===== config.mk =====
export PLATFORM = sky130hd
export DESIGN_NAME = ab_pattern_tx
export DESIGN_NICKNAME = d
export VERILOG_FILES = /design/src/rtl/ab_pattern_tx.sv
export SDC_FILE = /design/constraint.sdc
export NUM_CORES = 1
export LEC_CHECK = 0
export CORE_ASPECT_RATIO = 0.7
export CORE_MARGIN = 5
export CORE_UTILIZATION = 52
export DETAILED_ROUTE_END_ITERATION = 8
export PLACE_DENSITY = 0.79
export SLEW_MARGIN = 20
export SYNTH_ARGS = -nofsm -noshare
export SYNTH_HDL_FRONTEND = slang
export SYNTH_SLANG_ARGS = --single-unit

===== constraint.sdc =====
create_clock -name clk -period 2.29 [get_ports clk]
set_input_delay 0.458 -clock clk [delete_from_list [all_inputs] [get_ports clk]]
set_output_delay 0.458 -clock clk [all_outputs]
set_load 0.05 [all_outputs]

===== src/rtl/ab_pattern_tx.sv =====
// ab_pattern_tx: drives the a-then-b sequence detector with a programmable
// burst of frames. Each frame is a one-cycle pulse on a, then one on b, then
// a CHECK cycle that samples the detector's q and counts unacknowledged frames.
module ab_pattern_tx #(
    parameter int CNT_W = 8,
    parameter int GAP_W = 4
) (
    input  logic             clk,
    input  logic             reset,
    input  logic             start,
    input  logic [CNT_W-1:0] count,
    input  logic [GAP_W-1:0] gap,
    input  logic             q_in,
    output logic             a,
    output logic             b,
    output logic             busy,
    output logic             done,
    output logic [CNT_W-1:0] miss_cnt
);

    typedef enum logic [2:0] {
        S_IDLE,
        S_SEND_A,
        S_SEND_B,
        S_CHECK,
        S_GAP
    } state_t;

    state_t           state_q, state_d;
    logic [CNT_W-1:0] remaining_q, remaining_d;
    logic [GAP_W-1:0] gap_reg_q, gap_reg_d;
    logic [GAP_W-1:0] gap_cnt_q, gap_cnt_d;
    logic [CNT_W-1:0] miss_q, miss_d;
    logic             done_q, done_d;

    // Next-state and datapath decode; every register holds unless a state moves it.
    always_comb begin
        // NOTE: every signal gets a default before the case so no path leaves it unassigned (no latch).
        state_d     = state_q;
        remaining_d = remaining_q;
        gap_reg_d   = gap_reg_q;
        gap_cnt_d   = gap_cnt_q;
        miss_d      = miss_q;
        done_d      = 1'b0;

        case (state_q)
            S_IDLE: begin
                if (start) begin
                    remaining_d = count;
                    gap_reg_d   = gap;
                    miss_d      = '0;
                    if (count != '0) begin
                        state_d = S_SEND_A;
                    end else begin
                        // Empty transfer: acknowledge immediately, send nothing.
                        done_d = 1'b1;
                    end
                end
            end

            S_SEND_A: state_d = S_SEND_B;

            S_SEND_B: state_d = S_CHECK;

            S_CHECK: begin
                // The detector must be asserting q in this exact cycle.
                if (!q_in && (miss_q != '1)) begin
                    miss_d = miss_q + CNT_W'(1);
                end
                remaining_d = remaining_q - CNT_W'(1);
                if (remaining_q == CNT_W'(1)) begin
                    // Last frame: no trailing gap.
                    state_d = S_IDLE;
                    done_d  = 1'b1;
                end else if (gap_reg_q == '0) begin
                    state_d = S_SEND_A;
                end else begin
                    state_d   = S_GAP;
                    gap_cnt_d = gap_reg_q;
                end
            end

            S_GAP: begin
                gap_cnt_d = gap_cnt_q - GAP_W'(1);
                if (gap_cnt_q <= GAP_W'(1)) begin
                    state_d = S_SEND_A;
                end
            end

            default: state_d = S_IDLE;
        endcase
    end

    // State and datapath registers with asynchronous active-high reset.
    always_ff @(posedge clk or posedge reset) begin
        // NOTE: sequential state uses non-blocking assignments so all registers update together at the edge.
        if (reset) begin
            state_q     <= S_IDLE;
            remaining_q <= '0;
            gap_reg_q   <= '0;
            gap_cnt_q   <= '0;
            miss_q      <= '0;
            done_q      <= 1'b0;
        end else begin
            state_q     <= state_d;
            remaining_q <= remaining_d;
            gap_reg_q   <= gap_reg_d;
            gap_cnt_q   <= gap_cnt_d;
            miss_q      <= miss_d;
            done_q      <= done_d;
        end
    end

    // Moore outputs decoded straight from registered state, so they are glitch-free.
    assign a        = (state_q == S_SEND_A);
    assign b        = (state_q == S_SEND_B);
    assign busy     = (state_q != S_IDLE);
    assign done     = done_q;
    assign miss_cnt = miss_q;

endmodule


---- After elaboration in Yosys (flattened, before gate mapping) ----
Cells that the tools add are included.
cells by class
  add/subtract/negate cells ............... 3
  $lt $le $gt $ge ......................... 1
  equality and inequality tests ........... 12
  multiplexer cells ....................... 18
  reduce and logical (&&, ||, !) cells .... 13
operator list
  operator               number
  $pmux W8 S2            2
  $mux W8                3
  $mux W3                5
  $pmux W3 S5            1
  $ne A2 B2 Y1 const B   6
  $reduce_and A3 Y1      3
  $add A8 B1 Y8 const B  1
  $eq A8 B1 Y1 const B   1
  $mux W4                2
  $ne A8 B8 Y1 const B   1
  $pmux W4 S2            1
  $reduce_bool A8 Y1     1
  $sub A8 B1 Y8 const B  1
  $eq A3 B2 Y1 const B   2
  $le A4 B1 Y1 const B   1
  $logic_not A4 Y1       1
  $reduce_and A2 Y1      2
  $reduce_bool A2 Y1     2
  $sub A4 B1 Y4 const B  1
  $eq A3 B1 Y1 const B   1
  $eq A3 B3 Y1 const B   1
  $logic_not A3 Y1       1
  $mux W1                3
  $reduce_bool A3 Y1     1
  other kinds (3)        3
word-level totals
  register bits after elaboration ......... 28
  bits of input ports ..................... 16
  output and inout port bits .............. 12
  word-level logic and storage cells ...... 53

---- Depth between registers and ports, before layout ----
  depth in word-level cells ............... 4
  gate-level depth with buffers ........... 6
  depth with buffers taken out ............ 6

---- Worst setup path before layout ----
OpenSTA, ideal clock, no wires.
  kind .................................... reg-to-output
  start point ............................. reg state_q[0]
  end point ............................... out a
  data arrival time ....................... 1.736 ns
  data required time ...................... 1.832 ns
  slack ................................... 0.096 ns
  stages on the path, launching flop included .. 3
  path buffers ............................ 1
  path through ............................ dfrtp_1 > buf_6 > nor3b_1
on the way
  word-level cells in the longest chain between the ends .. 1
ends and longest elaborated chain
  item                    RTL line  RTL
  start, declared         29        state_t state_q, state_d;
  start signal, assigned  105       state_q <= state_d;
  $eq A3 B1 Y1            115       assign a = (state_q == S_SEND_A);
  end, declared           14        output logic a,
No other way between the ends.

---- Worst setup path after layout ----
  start point ............................. reg miss_q[5], in the netlist miss_cnt[5]
  end point ............................... out miss_cnt[5]
RTL lines
  item                    RTL line  RTL
  start, declared         33        logic [CNT_W-1:0] miss_q, miss_d;
  start signal, assigned  109       miss_q <= miss_d;
  end, declared           18        output logic [CNT_W-1:0] miss_cnt
No word-level cell between the ends.

==> reports/qor.yml <==
layout:
  design_area_um2: 1976
  n_antenna_cell: 0
  drive_above_1_share_pct: 13.47
  layout.nets: 216
  area.growth.synth_to_final_pct: 21.46
  layout.cells.most_common_list: "28 x sky130_fd_sc_hd__dfrtp_1, 24 x sky130_fd_sc_hd__clkdlybuf4s50_1, 22 x sky130_fd_sc_hd__nand2_1, 11 x sky130_fd_sc_hd__o21ai_0"
  final_common_cell: "sky130_fd_sc_hd__dfrtp_1"
drt:
  wl_um: 3764
  met2RoutedLength_um: 1720
  routed_wire_per_std_cell_um: 16.29
  topmost_layer_with_routed_signal_wires: "met4"
  via_count: 1439
  wl_met1_um: 1735
  met3RoutedLength_um: 242
  drt-vias-per-instance: 6.229
  drc_errors: 0
  dr_iter_0_viols: 173
  final_antenna_net_count: 0
  drt_pass1_iterations: 4
yosys:
  synth_mux_area_share_pct: 0.6154
  synth_async_sr_flop_share_pct: 100.0
  synth-seq-area-share_pct: 43.08
  synthAdderAreaFrac_pct: 3.846
  mappedNetlistNets: 186
  main_combinational_cell_family_by_area_after_synthesis: "simple AND/OR/NAND/NOR gates"
  synthDistinctLibCells: 50
  avgSynthCellArea_um2: 9.858
  synth_xor_area_share_pct: 0.5385
  synth_cells: 165
  synth_enable_flop_cells: 0
  synth-main-ff-cell: "sky130_fd_sc_hd__dfrtp_1"
  ys.warnings.count: 0
  synth_compound_area_share_pct: 21.69
  syn-cell-area_um2: 1627
  post_synthesis_simple_gate_area_fraction_pct: 24.38
  synth.ff_latch_count: 28
sta:
  max_clock_freq_ghz: 0.4920
  final.min_clock_period_ns: 2.032
  hold_viol_final: 0
  rsz0062_at_grt: "false"
  worst_slew_margin_rel_pct: 63.59
  fin_tns_setup_ns: 0
  fin_crit_sh_pct: 88.75
  max_slew.worst_pin.slew_ns: 0.5416
  drv_slew: 0
  worst_clock_skew_ns: 0.006748
  timing.final.setup_violations: 0
cts:
  clock_sinks: 28
  clock_insertion_delay_worst_skew_ns: 0.28
  htreeDepth: 1
  number_of_buffers_between_clock_root_and_the_deepest_sink: 2
  postCtsHoldBufs: 0
  cts-buffers-inserted: 3
  cts.root.buffer_cell: "sky130_fd_sc_hd__clkbuf_8"
  post_cts.resized_instances: 0
  postCtsSetupBuffers: 0
  cts_tree: "yes"
  cts.clk_slew.worst_paths_ns: 0.09
power_and_ir_drop:
  ratio_of_total_power_to_cell_area_nw_per_um2: 1160
  max-vdd-ir-drop_v: 0.0005485
  leakagePower_nw: 0.8209
setup_path:
  critical_path_arrival_ns: 1.57
  worst_ep_required_time_ns: 1.83
  critical_path_buffer_and_inverter_count: 1
  timing.critical_path.fanout_max: 6
  worstPathCellList: "clkdlybuf4s50_1"
  slowest_stage: "sky130_fd_sc_hd__clkdlybuf4s50_1"
  critical_path.startpoint_type: "register"
  timing.critical_path.to_type: "primary output"
  cp_top_family: "buffers and inverters"
  crit_type: "register to primary output"
  cp_slowest_stage_delay_ns: 0.85
job:
  cap_viol_max_count: 0
hold_path:
  hold_path_class: "register to register"
die:
  die_area_um2: 4364
  i_o_pins: 28
  placement_rows: 17
  core_area_um2: 3084
  die-height_um: 56.80
  die_width_um: 76.85
  initial_core_util_pct: 52.74
placement:
  post_dp_cell_area_um2: 1934
  dp.final_hpwl_um: 2802
  io_buffers: 27
  place_congestion: 0.8840
grt:
  grt_max_degree: 29
  first_global_vias: 1390
  grt_overflow_total: 0
  grt_pass1_wl_um: 6486
  antenna_found_initial: 0
  grtUsageTotal_pct: 18.32
run_status:
  run_status: "finished clean"
-- kinds of logic after synthesis --
family                     Yosys count
AOI/OAI and AO/OA                   50
xor gates and xnor gates             1
adders and majority gates            5
buffers and inverters               16
DFF                                 28
muxes                                1
and+or+nand+nor                     64
-- flip-flops by register name, summed over array words and instances (netlist names) --
register / flops
gap_reg_q: 4
remaining_q: 8
miss_cnt: 8
done: 1
gap_cnt_q: 4
state_q: 3
-- cell usage after synthesis, types with 2 or more instances --
cell type	instances	area (µm²)
sky130_fd_sc_hd__nor3b_1	3	22.52
sky130_fd_sc_hd__nand2_1	22	82.58
sky130_fd_sc_hd__a31oi_1	3	18.77
sky130_fd_sc_hd__nand4_1	2	12.51
sky130_fd_sc_hd__nand3_1	4	20.02
sky130_fd_sc_hd__and3_1	2	12.51
sky130_fd_sc_hd__a21oi_1	9	45.04
sky130_fd_sc_hd__a221oi_1	2	17.52
sky130_fd_sc_hd__nor4_1	4	25.02
sky130_fd_sc_hd__nor2_1	10	37.54
sky130_fd_sc_hd__a211oi_1	4	30.03
sky130_fd_sc_hd__o21ba_2	2	20.02
sky130_fd_sc_hd__o21ai_0	11	55.05
sky130_fd_sc_hd__o211ai_1	3	22.52
sky130_fd_sc_hd__dfrtp_1	28	700.7
sky130_fd_sc_hd__a311oi_1	3	26.28
sky130_fd_sc_hd__nor3_1	3	15.01
sky130_fd_sc_hd__a21boi_0	2	15.01
sky130_fd_sc_hd__ha_1	5	62.56
sky130_fd_sc_hd__inv_1	10	37.54
sky130_fd_sc_hd__buf_6	4	45.04
-- metal layers --
metal / global-route usage (%) / vias up
met5: 0 / -
met4: 5.237 / 0
met3: 5.769 / 7
met2: 27.45 / 57
met1: 25.33 / 703
li1: - / 672
-- power breakdown --
part	total [mW]	switching (mW)	internal (mW)
clock	0.267	0.149	0.118
sequential	0.935	0.264	0.671
combinational	1.09	0.620	0.470
-- cell type report --
type                       count  area (µm²)
clock buffer                   3       41.29
multi-input combinational    121       830.8
tap                           38       47.55
inverter                      10       37.54
fill                         256        1109
sequential                    28       700.7
timing repair buffer          31       317.8
-- final timing paths --
check | startpoint | endpoint | slack, ns | cells after the start
worst max-delay path | miss_cnt[5] | miss_cnt[5] | 0.26 | 1
worst min-delay path | remaining_q[7] | remaining_q[7] | 0.51 | 1
worst max register to register | state_q[1] | miss_cnt[1] | 0.42 | 4
worst min register to register | remaining_q[7] | remaining_q[7] | 0.51 | 1
max in group asynchronous | reset | remaining_q[6] | 1.46 | 3
min in group asynchronous | reset | state_q[1] | 0.56 | 3
-- stage by stage --
step / setup slack (ns) / instances / util (%) / hold WS, ns / total power, mW
floorplan: 0.09563 / 165 / - / 0.4608 / 1.722
global placement: 0.2032 / 228 / 62.72 / 0.4864 / 1.974
detailed placement: 0.1275 / 228 / 62.72 / 0.4909 / 2.032
CTS: 0.2520 / 231 / 64.06 / 0.5089 / 2.306
global route: 0.1095 / 231 / 64.06 / 0.5246 / 2.472
finish: 0.2577 / 231 / 64.06 / 0.5119 / 2.292
Power figures use the tool's default switching activity.
